`config.mk`:
```
export PLATFORM = sky130hd
export DESIGN_NAME = multicycle_ctrl_flat
export DESIGN_NICKNAME = d
export VERILOG_FILES = /design/src/rtl/multicycle_ctrl_if.sv /design/src/rtl/multicycle_ctrl.sv /design/src/flat_wrapper.sv
export SDC_FILE = /design/constraint.sdc
export NUM_CORES = 1
export LEC_CHECK = 0
export ABC_AREA = 0
export BUFFER_PORTS_ARGS = -buffer_cell sky130_fd_sc_hd__buf_2
export CELL_PAD_IN_SITES_DETAIL_PLACEMENT = 1
export CELL_PAD_IN_SITES_GLOBAL_PLACEMENT = 2
export CORE_ASPECT_RATIO = 0.75
export CORE_MARGIN = 2
export CORE_UTILIZATION = 30
export DETAILED_ROUTE_END_ITERATION = 16
export GPL_TIMING_DRIVEN = 0
export HOLD_SLACK_MARGIN = 0.08
export PLACE_DENSITY = 0.88
export SYNTH_ARGS = -nofsm -noshare
export SYNTH_HDL_FRONTEND = slang
export SYNTH_SLANG_ARGS = --single-unit
```
`constraint.sdc`:
```
create_clock -name clk -period 2.3 [get_ports clk]
set_clock_uncertainty 0.15 [all_clocks]
set_input_delay 0.46 -clock clk [delete_from_list [all_inputs] [get_ports clk]]
set_output_delay 0.46 -clock clk [all_outputs]
set_load 0.01 [all_outputs]
```
`src/rtl/multicycle_ctrl_if.sv`:
```
// Control bundle between the multicycle controller and the MIPS datapath.
// master: the controller (consumes IR fields, drives control levels).
// slave:  the datapath side (presents IR fields, consumes control levels).
interface multicycle_ctrl_if #(
  parameter int unsigned CNT_W = 32
);
  logic             run;
  logic [5:0]       op;
  logic [5:0]       func;
  logic             ir_wr;
  logic             pc_wr;
  logic             RegWr;
  logic             ExtOp;
  logic [2:0]       ALUctr;
  logic             ALUsrc;
  logic             MemWr;
  logic             RegDst;
  logic             MemtoReg;
  logic             branch;
  logic             jump;
  logic [2:0]       state;
  logic             illegal;
  logic             instr_done;
  logic [CNT_W-1:0] retired;

  modport master (
    input  run, op, func,
    output ir_wr, pc_wr, RegWr, ExtOp, ALUctr, ALUsrc, MemWr, RegDst, MemtoReg,
           branch, jump, state, illegal, instr_done, retired
  );

  modport slave (
    output run, op, func,
    input  ir_wr, pc_wr, RegWr, ExtOp, ALUctr, ALUsrc, MemWr, RegDst, MemtoReg,
           branch, jump, state, illegal, instr_done, retired
  );
endinterface

```
`src/rtl/multicycle_ctrl.sv`:
```
// Moore controller for the multicycle single-issue MIPS datapath.
// Sequences IF/ID/EXE/MEM/WB, latches op/func on leaving ID, counts retired
// instructions and parks in HALT on an unsupported encoding.
module multicycle_ctrl #(
  parameter int unsigned CNT_W = 32
) (
  input logic               clk,
  input logic               rst_n,
  multicycle_ctrl_if.master bus
);

  typedef enum logic [2:0] {
    StIf   = 3'd0,
    StId   = 3'd1,
    StExe  = 3'd2,
    StMem  = 3'd3,
    StWb   = 3'd4,
    StHalt = 3'd5
  } state_e;

  typedef enum logic [2:0] {
    ClsR, ClsAddiu, ClsOri, ClsLw, ClsSw, ClsBeq, ClsJ, ClsBad
  } cls_e;

  // Instruction class from the op/func fields; ClsBad for anything unsupported.
  function automatic cls_e classify(input logic [5:0] op_f, input logic [5:0] func_f);
    cls_e c;
    case (op_f)
      6'b000000: begin
        case (func_f)
          6'b100000, 6'b100001, 6'b100010, 6'b100011,
          6'b100100, 6'b100101, 6'b101010: c = ClsR;
          default:                         c = ClsBad;
        endcase
      end
      6'b001001: c = ClsAddiu;
      6'b001101: c = ClsOri;
      6'b100011: c = ClsLw;
      6'b101011: c = ClsSw;
      6'b000100: c = ClsBeq;
      6'b000010: c = ClsJ;
      default:   c = ClsBad;
    endcase
    return c;
  endfunction

  // ALU operation for a supported R-type func.
  function automatic logic [2:0] r_aluctr(input logic [5:0] func_f);
    logic [2:0] a;
    case (func_f)
      6'b100010, 6'b100011: a = 3'b001;
      6'b100100:            a = 3'b010;
      6'b100101:            a = 3'b011;
      6'b101010:            a = 3'b100;
      default:              a = 3'b000;
    endcase
    return a;
  endfunction

  state_e           state_q;
  logic [5:0]       op_q;
  logic [5:0]       func_q;
  logic             illegal_q;
  logic [CNT_W-1:0] retired_q;

  cls_e cls_id;   // live fields, only meaningful in ID
  cls_e cls_q;    // latched fields, used from EXE onwards
  logic done;

  assign cls_id = classify(bus.op, bus.func);
  assign cls_q  = classify(op_q, func_q);

  // State sequencing, IR field latch, sticky illegal flag and retire counter.
  always_ff @(posedge clk or negedge rst_n) begin
    if (!rst_n) begin
      state_q   <= StIf;
      op_q      <= 6'b0;
      func_q    <= 6'b0;
      illegal_q <= 1'b0;
      retired_q <= '0;
    end else begin
      if (done) begin
        retired_q <= retired_q + CNT_W'(1);
      end
      case (state_q)
        StIf: begin
          if (bus.run) begin
            state_q <= StId;
          end
        end
        StId: begin
          op_q   <= bus.op;
          func_q <= bus.func;
          if (cls_id == ClsJ) begin
            state_q <= StIf;
          end else if (cls_id == ClsBad) begin
            state_q   <= StHalt;
            illegal_q <= 1'b1;
          end else begin
            state_q <= StExe;
          end
        end
        StExe: begin
          if (cls_q == ClsBeq) begin
            state_q <= StIf;
          end else if (cls_q == ClsLw || cls_q == ClsSw) begin
            state_q <= StMem;
          end else begin
            state_q <= StWb;
          end
        end
        StMem: begin
          state_q <= (cls_q == ClsLw) ? StWb : StIf;
        end
        StWb: begin
          state_q <= StIf;
        end
        StHalt: begin
          state_q <= StHalt;
        end
        default: begin
          state_q <= StIf;
        end
      endcase
    end
  end

  // Control outputs decoded from the current state and the latched fields;
  // only IF (run) and ID (jump decode) look at live inputs.
  always_comb begin
    bus.ir_wr    = 1'b0;
    bus.pc_wr    = 1'b0;
    bus.RegWr    = 1'b0;
    bus.ExtOp    = 1'b0;
    bus.ALUctr   = 3'b000;
    bus.ALUsrc   = 1'b0;
    bus.MemWr    = 1'b0;
    bus.RegDst   = 1'b0;
    bus.MemtoReg = 1'b0;
    bus.branch   = 1'b0;
    bus.jump     = 1'b0;
    done         = 1'b0;

    // ALU-side levels are held identically through EXE, MEM and WB.
    if (state_q == StExe || state_q == StMem || state_q == StWb) begin
      case (cls_q)
        ClsR: begin
          bus.ALUctr = r_aluctr(func_q);
          bus.RegDst = 1'b1;
        end
        ClsAddiu, ClsLw, ClsSw: begin
          bus.ALUsrc = 1'b1;
          bus.ExtOp  = 1'b1;
        end
        ClsOri: begin
          bus.ALUsrc = 1'b1;
          bus.ALUctr = 3'b011;
        end
        ClsBeq: begin
          bus.ALUctr = 3'b001;
        end
        default: ;
      endcase
    end

    case (state_q)
      // rst_n gate keeps ir_wr low while reset holds the FSM in IF.
      StIf: bus.ir_wr = bus.run & rst_n;
      StId: begin
        if (cls_id == ClsJ) begin
          bus.jump  = 1'b1;
          bus.pc_wr = 1'b1;
          done      = 1'b1;
        end
      end
      StExe: begin
        if (cls_q == ClsBeq) begin
          bus.branch = 1'b1;
          bus.pc_wr  = 1'b1;
          done       = 1'b1;
        end
      end
      StMem: begin
        if (cls_q == ClsSw) begin
          bus.MemWr = 1'b1;
          bus.pc_wr = 1'b1;
          done      = 1'b1;
        end
      end
      StWb: begin
        bus.RegWr    = 1'b1;
        bus.pc_wr    = 1'b1;
        bus.MemtoReg = (cls_q == ClsLw);
        done         = 1'b1;
      end
      default: ;
    endcase
  end

  assign bus.instr_done = done;
  assign bus.state      = state_q;
  assign bus.illegal    = illegal_q;
  assign bus.retired    = retired_q;

endmodule

```
`src/flat_wrapper.sv`:
```
// flat-port wrapper written by rule: the top's interface ports become plain ports
module multicycle_ctrl_flat 
#(
  parameter int unsigned CNT_W = 32
)
  (clk, rst_n, bus_run, bus_op, bus_func, bus_ir_wr, bus_pc_wr, bus_RegWr, bus_ExtOp, bus_ALUctr, bus_ALUsrc, bus_MemWr, bus_RegDst, bus_MemtoReg, bus_branch, bus_jump, bus_state, bus_illegal, bus_instr_done, bus_retired);
  multicycle_ctrl_if #(.CNT_W(CNT_W)) bus_i ();
  input logic clk;
  input logic rst_n;
  input wire logic [$bits(bus_i.run)-1:0] bus_run;
  input wire logic [$bits(bus_i.op)-1:0] bus_op;
  input wire logic [$bits(bus_i.func)-1:0] bus_func;
  output wire logic [$bits(bus_i.ir_wr)-1:0] bus_ir_wr;
  output wire logic [$bits(bus_i.pc_wr)-1:0] bus_pc_wr;
  output wire logic [$bits(bus_i.RegWr)-1:0] bus_RegWr;
  output wire logic [$bits(bus_i.ExtOp)-1:0] bus_ExtOp;
  output wire logic [$bits(bus_i.ALUctr)-1:0] bus_ALUctr;
  output wire logic [$bits(bus_i.ALUsrc)-1:0] bus_ALUsrc;
  output wire logic [$bits(bus_i.MemWr)-1:0] bus_MemWr;
  output wire logic [$bits(bus_i.RegDst)-1:0] bus_RegDst;
  output wire logic [$bits(bus_i.MemtoReg)-1:0] bus_MemtoReg;
  output wire logic [$bits(bus_i.branch)-1:0] bus_branch;
  output wire logic [$bits(bus_i.jump)-1:0] bus_jump;
  output wire logic [$bits(bus_i.state)-1:0] bus_state;
  output wire logic [$bits(bus_i.illegal)-1:0] bus_illegal;
  output wire logic [$bits(bus_i.instr_done)-1:0] bus_instr_done;
  output wire logic [$bits(bus_i.retired)-1:0] bus_retired;
  assign bus_i.run = bus_run;
  assign bus_i.op = bus_op;
  assign bus_i.func = bus_func;
  assign bus_ir_wr = bus_i.ir_wr;
  assign bus_pc_wr = bus_i.pc_wr;
  assign bus_RegWr = bus_i.RegWr;
  assign bus_ExtOp = bus_i.ExtOp;
  assign bus_ALUctr = bus_i.ALUctr;
  assign bus_ALUsrc = bus_i.ALUsrc;
  assign bus_MemWr = bus_i.MemWr;
  assign bus_RegDst = bus_i.RegDst;
  assign bus_MemtoReg = bus_i.MemtoReg;
  assign bus_branch = bus_i.branch;
  assign bus_jump = bus_i.jump;
  assign bus_state = bus_i.state;
  assign bus_illegal = bus_i.illegal;
  assign bus_instr_done = bus_i.instr_done;
  assign bus_retired = bus_i.retired;
  multicycle_ctrl #(.CNT_W(CNT_W)) u_core (.clk(clk), .rst_n(rst_n), .bus(bus_i));
endmodule
```
==> flow_metrics.env, run 1 <==
export IMPL_clkLatencyLatePin_ps=280
export IMPL_layout_nets=345
export IMPL_ys_warn_count=0
export IMPL_fin_cells=438
export IMPL_cts_tree="yes"
export IMPL_worstPathRequired_ps=1690
export IMPL_critical_path_slowest_cell="dfrtp_2"
export IMPL_syn2layout_area_growth_pct=37.9
export IMPL_crit_chain="or3_4 -> a2111oi_4 -> nor2_2 -> or3_4 -> o22ai_2 -> buf_2"
export IMPL_drt_pass1_iter_count=4
export IMPL_synth_edff_count=0
export IMPL_ys_seq_area_share_pct=46.8
export IMPL_initial_core_util_pct=30.6
export IMPL_drcViolationCount=0
export IMPL_max_stage_delay_ps=450
export IMPL_grt_util_met2_pct=23.8
export IMPL_die_area_sq_um=9320
export IMPL_violations="negative setup slack"
export IMPL_async_flop_share_pct=100
export IMPL_synth_flop_cell="dfrtp_1"
export IMPL_die_h_um=84.1
export IMPL_busiest_layer="met2"
export IMPL_grt_pass1_wl_mm=11.9
export IMPL_place_inst=415
export IMPL_layout_drive_gt1_share_pct=41.5
export IMPL_cts_buffers=5
export IMPL_fmax_mhz=352
export IMPL_endpoint_kind="output port"
export IMPL_status="complete, but fails checks"
export IMPL_syn_nets=259
export IMPL_postRouteAntennaNets=0
export IMPL_p_int_uw=2270
export IMPL_antenna_found_initial=0
export IMPL_p_seq_share_pct=36.2
export IMPL_wirelength_mm=7.45
export IMPL_cp_max_fo=5
export IMPL_path_class="reg2out"
export IMPL_synth_seq_cells=48
export IMPL_setup_viol=9
export IMPL_die_x_um=111
export IMPL_slew_violations=0
export IMPL_grt_pass1_vias=2236
export IMPL_p_sw_uw=1290
export IMPL_synth_cells=243
export IMPL_initialDrtViolationCount=56
export IMPL_pin_count=65
export IMPL_hold_class="in2async"
export IMPL_final_min_period_over_clock_period_pct=123
export IMPL_p_leak_uw=0.00159
export IMPL_dp_hpwl_mm=5.34
export IMPL_avgSynthCellArea_sq_um=10.6
export IMPL_slew_headroom_pct=58.4
export IMPL_cts_buffer_depth=2
export IMPL_gp_congestion=0.750
export IMPL_setup_slack_ps=-538
export IMPL_power_frac_clock_pct=24.0
export IMPL_worst_setup_hold_path_clk_slew_ps=70
export IMPL_grt_overflow_total=0
export IMPL_start_kind="register"
export IMPL_wl_per_cell_um=17.0
export IMPL_irDropWorstVdd_mv=0.488
export IMPL_p_per_area_nw_per_um2=1000
export IMPL_critical_path_most_common_cell="or3_4"
export IMPL_final_hold_violation_count=0
export IMPL_path_buf_inv=1
export IMPL_portBuffers=64
export IMPL_final_common_cell="buf_2"
export IMPL_synthDistinctLibCells=48
export IMPL_cp_data_arrival_time_ps=2230
export IMPL_core_area_sq_um=8380
export IMPL_vias_per_cell=5.10
export IMPL_root_buffer="clkbuf_16"
export IMPL_num_rows=29
export IMPL_p_comb_share_pct=39.8
export IMPL_whs_ps=41.9
export IMPL_maxCapViolations=0
export IMPL_cp_top_family="simple AND/OR/NAND/NOR gates"
export IMPL_gr_usage_met1_pct=23.6
export IMPL_fin_util_pct=42.2
export IMPL_period_minus_slack_ps=2840
export IMPL_layout_common_cells="58 x buf_2, 42 x dfrtp_1, 29 x xnor2_1"
export IMPL_use_met3_pct=2.54
export IMPL_grt_max_degree=50
export IMPL_htree_num_levels=2
export IMPL_clock_sinks=48
export IMPL_antennaDiodeCount=0
export IMPL_netlist_area_sq_um=2570
export IMPL_groute_usage_overall_pct=15.7
export IMPL_rsz0062_at_grt="yes"
export IMPL_tightest_slew_ps=624
export IMPL_vias=2235
export IMPL_p_sw_share_pct=36.2
## worst paths after layout
check	from	to	slack, ps	cells past startpoint
worst min-delay path	rst_n	u_core.op_q[2]	40	1
worst max register to register	u_core.op_q[5]	u_core.bus.retired[10]	20	8
min in group clk	bus_op[3]	u_core.op_q[3]	250	3
max in group asynchronous	rst_n	u_core.func_q[5]	1040	2
worst max-delay path	u_core.op_q[2]	bus_ALUctr[0]	-540	6
worst min register to register	u_core.bus.illegal	u_core.bus.illegal	310	1
## cells by family (layout without fill, tap and decap cells)
| kind of cell | after synthesis | in the layout | share of synthesized area, % |
|---|---|---|---|
| compound gates | 29 | 29 | 8.04 |
| xor+xnor | 32 | 32 | 10.9 |
| fa+ha+maj | 1 | 1 | 0.487 |
| buf+inv | 13 | 100 | 2.78 |
| flops | 48 | 48 | 46.8 |
| mux | 12 | 12 | 5.26 |
| simple gates | 108 | 108 | 25.7 |
## layer usage
metal,up-vias,wire length (um)
li1,1060,-
met1,1139,3770
met2,34,3460
met3,2,192
met4,0,35
met5,-,0
## power groups by stage
stage,logic [uW],clock network [uW],registers [uW]
4_1_cts,1300,876,1280
5_1_grt,1550,910,1320
3_5_place_dp,1140,0,1280
2_1_floorplan,791,0,1220
6_report,1420,855,1290
3_3_place_gp,1110,0,1260
## sequential cells by signal, summed over array words and instances (netlist names)
signal,cells
u_core.bus.illegal,1
u_core.func_q,6
u_core.bus.state,3
u_core.bus.retired,32
u_core.op_q,6
## cell type report
type	instances	area, sq um
Sequential cell	48	1210
Fill cell	923	4840
Inverter	3	11.3
Multi-Input combinational cell	182	1430
Timing Repair Buffer	80	499
Buffer	9	77.6
Clock inverter	2	38.8
Tap cell	108	135
Clock buffer	6	139
## cell usage after synthesis, types with 3 or more instances
| master | instances | share of area, % |
|---|---|---|
| dfrtp_1 | 48 | 47 |
| inv_1 | 3 | 0.44 |
| mux2_2 | 11 | 4.8 |
| nor2b_1 | 5 | 1.2 |
| nor3b_1 | 3 | 0.88 |
| nor2_1 | 12 | 1.8 |
| nor3_1 | 3 | 0.58 |
| xor2_1 | 3 | 1.0 |
| and3_1 | 9 | 2.2 |
| or3_1 | 4 | 0.97 |
| o21ai_0 | 3 | 0.58 |
| and4_1 | 6 | 2.0 |
| nand2b_1 | 6 | 1.5 |
| nand2_1 | 12 | 1.8 |
| a21o_1 | 4 | 1.2 |
| nand4_1 | 16 | 3.9 |
| and2_1 | 4 | 0.97 |
| xnor2_1 | 29 | 9.9 |
| nand3_1 | 10 | 1.9 |
| clkbuf_1 | 5 | 0.73 |
| a21oi_1 | 8 | 1.6 |
| a31oi_1 | 3 | 0.73 |
| nand4b_1 | 4 | 1.4 |
## metrics by stage
stage	cell area (sq um)	total power [uW]	TNS, ps	worst slack [ps]
after detailed placement	3080	2420	-9290	-551
final	3540	3560	-3430	-538
after global placement	3080	2370	-7930	-536
after global routing	3540	3770	-4560	-603
after CTS	3420	3450	-3300	-529
after floorplan	2630	2010	-245	-164
## what timing repair did
action,in CTS,in global routing
setup endpoints to repair,42,26
buffers inserted,10,5
gates resized for setup,21,26
pin swaps,5,5
endpoints found under the hold margin,48,1
(Power assumes the default switching activity.)
==> run 2: changes to the inputs <==
--- a/config.mk
+++ b/config.mk
@@ -11,11 +11,12 @@
 export CELL_PAD_IN_SITES_GLOBAL_PLACEMENT = 2
 export CORE_ASPECT_RATIO = 0.75
 export CORE_MARGIN = 2
-export CORE_UTILIZATION = 30
+export CORE_UTILIZATION = 31
+export CTS_BUF_LIST = sky130_fd_sc_hd__clkbuf_8
 export DETAILED_ROUTE_END_ITERATION = 16
 export GPL_TIMING_DRIVEN = 0
 export HOLD_SLACK_MARGIN = 0.08
-export PLACE_DENSITY = 0.88
+export PLACE_DENSITY = 0.9
 export SYNTH_ARGS = -nofsm -noshare
 export SYNTH_HDL_FRONTEND = slang
 export SYNTH_SLANG_ARGS = --single-unit
==> flow_metrics.env, run 2 (synthesized netlist as in run 1, its figures left out) <==
export IMPL_rsz0062_at_grt="yes"
export IMPL_p_int_uw=2110
export IMPL_final_common_cell="buf_2"
export IMPL_initial_core_util_pct=32.3
export IMPL_postRouteAntennaNets=0
export IMPL_hold_class="in2async"
export IMPL_status="complete, but fails checks"
export IMPL_layout_common_cells="60 x buf_2, 41 x dfrtp_1, 29 x xnor2_1"
export IMPL_largest_reg_flops=32
export IMPL_tightest_slew_ps=634
export IMPL_cp_max_fo=5
export IMPL_fmax_mhz=349
export IMPL_start_kind="register"
export IMPL_worstReg2RegEnd="u_core.bus.retired[27]"
export IMPL_die_area_sq_um=9030
export IMPL_clkLatencyLatePin_ps=300
export IMPL_initialDrtViolationCount=70
export IMPL_die_x_um=109
export IMPL_vias=2270
export IMPL_syn2layout_area_growth_pct=36.4
export IMPL_layout_nets=350
export IMPL_layout_drive_gt1_share_pct=43.0
export IMPL_worst_setup_hold_path_clk_slew_ps=90
export IMPL_slew_headroom_pct=57.7
export IMPL_irDropWorstVdd_mv=0.415
export IMPL_slew_violations=0
export IMPL_grt_pass1_vias=2225
export IMPL_endpoint_kind="output port"
export IMPL_pre_cts_ws_ps=-537
export IMPL_r2r_start="u_core.bus.state[0]"
export IMPL_wl_per_cell_um=16.5
export IMPL_violations="negative setup slack"
export IMPL_dpl_cell_area_sq_um=3080
export IMPL_final_min_period_over_clock_period_pct=125
export IMPL_cts_buffers=5
export IMPL_vias_per_cell=5.16
export IMPL_grt_overflow_total=0
export IMPL_fin_area_sq_um=3500
export IMPL_drt_pass1_iter_count=4
export IMPL_drcViolationCount=0
export IMPL_final_hold_violation_count=0
export IMPL_r2r_cells=9
export IMPL_p_leak_uw=0.00157
export IMPL_p_sw_share_pct=38.2
export IMPL_grt_pass1_wl_mm=11.8
export IMPL_p_seq_share_pct=37.2
export IMPL_maxCapViolations=0
export IMPL_grt_max_degree=50
export IMPL_pin_count=65
export IMPL_die_h_um=82.8
export IMPL_antennaDiodeCount=0
export IMPL_cp_data_arrival_time_ps=2260
export IMPL_reg2reg_slack_ps=60
export IMPL_period_minus_slack_ps=2870
export IMPL_htree_num_levels=2
export IMPL_antenna_found_initial=0
export IMPL_p_comb_share_pct=44.4
export IMPL_worstPathRequired_ps=1690
export IMPL_p_sw_uw=1310
export IMPL_setup_viol=8
export IMPL_setup_slack_ps=-567
export IMPL_startpoint="u_core.op_q[2]"
export IMPL_core_area_sq_um=7950
export IMPL_portBuffers=64
export IMPL_wirelength_mm=7.25
export IMPL_cts_tree="yes"
export IMPL_groute_usage_overall_pct=16.4
export IMPL_power_frac_clock_pct=18.4
export IMPL_num_rows=28
export IMPL_dp_hpwl_mm=5.20
export IMPL_p_per_area_nw_per_um2=978
export IMPL_root_buffer="clkbuf_8"
export IMPL_gp_congestion=0.787
export IMPL_path_class="reg2out"
export IMPL_clock_sinks=48
export IMPL_cts_buffer_depth=2
## run 2: cell count changes in the layout (fill, tap and decap cells not counted), moves of 2 or more
cell and change:
nand2_1 +2, buf_2 +2, clkbuf_8 +4, nand2_2 -2, clkbuf_16 -5, buf_4 +10, buf_6 -5
## run 2: critical path: stages, from the launching register on
cell,delay [ps]
dfrtp_2,450
or3_4,420
a2111oi_4,370
nor2_2,80
or3_4,360
o22ai_2,130
buf_2,150
## run 2: metal layers
| layer | up-vias | share of wire, % | GRT usage (%) |
|---|---|---|---|
| met5 | - | 0 | 0 |
| met4 | 0 | 1.3 | 4.78 |
| met3 | 6 | 3.5 | 2.51 |
| met2 | 49 | 45 | 24.0 |
| met1 | 1144 | 50 | 24.9 |
| li1 | 1071 | - | - |
## run 2: final cells by class
class / instances / area, sq um
plain buffers: 9 / 75.1
clock buffers: 5 / 68.8
clock inverters: 3 / 46.3
fillers: 901 / 4450
inverters: 3 / 11.3
multi-input cells: 182 / 1440
flip-flops and latches: 48 / 1210
well taps: 105 / 131
repair buffers: 85 / 515
## run 2: stage by stage
step	util (%)	cells	setup TNS, ps	total power [uW]	hold WS, ps
5_1_grt	44.0	440	-4250	3660	49.9
4_1_cts	41.0	424	-3910	3130	43.0
6_report	44.0	440	-3480	3420	25.0
2_1_floorplan	-	243	-245	2010	14.4
3_5_place_dp	38.7	412	-8450	2410	307
3_3_place_gp	38.7	412	-7600	2350	297
## run 2: worst max-delay path by stage
stage / cells after the start / end
6_report: 6 / bus_ALUctr[0]
5_1_grt: 6 / bus_ALUctr[0]
4_1_cts: 6 / bus_ALUctr[0]
3_5_place_dp: 7 / bus_pc_wr
3_3_place_gp: 7 / bus_pc_wr
2_1_floorplan: 5 / bus_pc_wr
## run 2: repair_timing
action                     4_1_cts  5_1_grt
cloned                           0        0
pin swaps                        0        5
resized for setup               11       32
setup buffers                    5       16
hold endpoints to repair        48       48
setup endpoints to repair       21       42
## run 2: power groups by stage
stage / clock network (uW) / registers (uW) / logic (uW)
after CTS: 646 / 1260 / 1230
after global placement: 0 / 1260 / 1100
after detailed placement: 0 / 1280 / 1130
after floorplan: 0 / 1220 / 791
final: 631 / 1270 / 1520
after global routing: 692 / 1310 / 1660
==> run 3: changes to the inputs <==
--- a/config.mk
+++ b/config.mk
@@ -10,7 +10,6 @@
 export CELL_PAD_IN_SITES_DETAIL_PLACEMENT = 1
 export CELL_PAD_IN_SITES_GLOBAL_PLACEMENT = 2
 export CORE_ASPECT_RATIO = 0.75
-export CORE_MARGIN = 2
 export CORE_UTILIZATION = 31
 export CTS_BUF_LIST = sky130_fd_sc_hd__clkbuf_8
 export DETAILED_ROUTE_END_ITERATION = 16
==> flow_metrics.env, run 3 (synthesized netlist as in run 1, its figures left out) <==
export IMPL_status="complete, but fails checks"
export IMPL_violations="negative setup slack"
export IMPL_drcViolationCount=0
export IMPL_drt_pass1_iter_count=4
export IMPL_htree_num_levels=2
export IMPL_die_x_um=107
export IMPL_worstPathRequired_ps=1690
export IMPL_layout_drive_gt1_share_pct=46.3
export IMPL_final_min_period_over_clock_period_pct=125
export IMPL_postRouteAntennaNets=0
export IMPL_portBuffers=64
export IMPL_slew_headroom_pct=33.0
export IMPL_grt_overflow_total=0
export IMPL_setup_viol=43
export IMPL_dp_hpwl_mm=5.22
export IMPL_whs_ps=241
export IMPL_p_int_uw=2140
export IMPL_whs_endpoint="u_core.op_q[3]"
export IMPL_die_h_um=80.8
export IMPL_grt_pass1_vias=2229
export IMPL_fin_util_pct=46.9
export IMPL_worstReg2RegEnd="u_core.bus.retired[7]"
export IMPL_cp_max_fo=5
export IMPL_gp_congestion=0.765
export IMPL_initialDrtViolationCount=61
export IMPL_p_sw_share_pct=38.5
export IMPL_clock_sinks=48
export IMPL_fmax_mhz=346
export IMPL_slew_violations=0
export IMPL_groute_usage_overall_pct=17.3
export IMPL_r2r_cells=13
export IMPL_power_frac_clock_pct=14.9
export IMPL_vias=2337
export IMPL_p_sw_uw=1340
export IMPL_min_from="bus_op[3]"
export IMPL_final_hold_violation_count=0
export IMPL_antennaDiodeCount=0
export IMPL_hold_class="in2reg"
export IMPL_core_area_sq_um=7950
export IMPL_power_uw=3490
export IMPL_dpl_cell_area_sq_um=3080
export IMPL_setup_slack_ps=-586
export IMPL_clkLatencyLatePin_ps=300
export IMPL_worst_setup_hold_path_clk_slew_ps=90
export IMPL_path_class="reg2out"
export IMPL_largest_reg_flops=32
export IMPL_cts_tree="yes"
export IMPL_reg2reg_slack_ps=-520
export IMPL_endpoint_kind="output port"
export IMPL_die_area_sq_um=8650
export IMPL_wirelength_mm=8.05
export IMPL_r2r_start="u_core.op_q[2]"
export IMPL_layout_nets=366
export IMPL_p_leak_uw=0.00170
export IMPL_vias_per_cell=5.14
export IMPL_min_path_cells=3
export IMPL_cts_buffers=5
export IMPL_layout_common_cells="58 x buf_2, 44 x dfrtp_1, 26 x xnor2_1"
export IMPL_num_rows=28
export IMPL_antenna_found_initial=0
export IMPL_p_per_area_nw_per_um2=934
export IMPL_irDropWorstVdd_mv=0.419
export IMPL_initial_core_util_pct=32.3
export IMPL_fin_area_sq_um=3730
export IMPL_tightest_slew_ps=1000
export IMPL_cp_data_arrival_time_ps=2280
export IMPL_rsz0062_at_grt="yes"
export IMPL_pin_count=65
export IMPL_pre_cts_ws_ps=-550
export IMPL_final_common_cell="buf_2"
export IMPL_grt_max_degree=50
export IMPL_startpoint="u_core.op_q[2]"
export IMPL_period_minus_slack_ps=2890
export IMPL_grt_pass1_wl_mm=11.8
export IMPL_p_comb_share_pct=48.8
export IMPL_cts_buffer_depth=2
export IMPL_syn2layout_area_growth_pct=45.3
export IMPL_maxCapViolations=0
export IMPL_start_kind="register"
export IMPL_p_seq_share_pct=36.3
export IMPL_wl_per_cell_um=17.7
export IMPL_root_buffer="clkbuf_8"
==> run 3: cell types whose count changed in the layout (fill, tap and decap cells not counted), sizes merged <==
cell and change:
dlygate4sd3 +2, clkinvlp -1, clkbuf +4, bufinv -1, buf +11, inv -1
clkinv +1
==> run 3: layout make-up <==
class	count	area [sq um]
sequential	48	1210
multi-input combinational	182	1500
tap	105	131
fill	893	4220
buffer	9	75.1
clock inverter	1	8.76
clock buffer	6	82.6
inverter	3	11.3
timing repair buffer	101	716
==> run 3: how the worst max path moves through the flow <==
stage / to / slack, ps / depth (start not counted)
6_report: bus_pc_wr / -590 / 8
5_1_grt: bus_ALUctr[0] / -650 / 6
4_1_cts: bus_ALUctr[0] / -560 / 6
3_5_place_dp: bus_pc_wr / -550 / 7
3_3_place_gp: bus_pc_wr / -520 / 7
2_1_floorplan: bus_pc_wr / -160 / 5
==> run 3: repair_timing <==
action | CTS | global route
hold endpoints to repair | 48 | 21
pin swaps | 5 | 18
resized for setup | 25 | 37
buffers inserted | 13 | 21
endpoints found under the setup margin | 28 | 47
cloned | 0 | 1
==> run 3: power by group through the flow <==
stage               Clock, uW  Combinational, uW  Sequential (uW)
floorplan                   0                791             1220
global placement            0               1100             1260
detailed placement          0               1140             1280
CTS                       544               1380             1250
global route              566               1840             1300
finish                    520               1700             1260
==> run 3: worst max-delay path, cell delays in order (launching register included) <==
cell,delay (ps)
dfrtp_2,440
buf_4,150
buf_4,130
or4bb_1,510
o32a_1,250
a21boi_4,200
buf_8,140
buf_6,90
buf_6,80
==> run 3: per-layer routing <==
layer / track usage [%] / share of wire (%)
met1: 24.8 / 48
met2: 27.9 / 48
met3: 2.57 / 3.6
met4: 3.56 / 0.87
met5: 0 / 0
==> run 3: stage by stage <==
stage | instances | setup TNS (ps)
after floorplan | 243 | -245
after global placement | 412 | -7530
after detailed placement | 412 | -8890
after CTS | 431 | -3820
after global routing | 455 | -18170
final | 455 | -14970
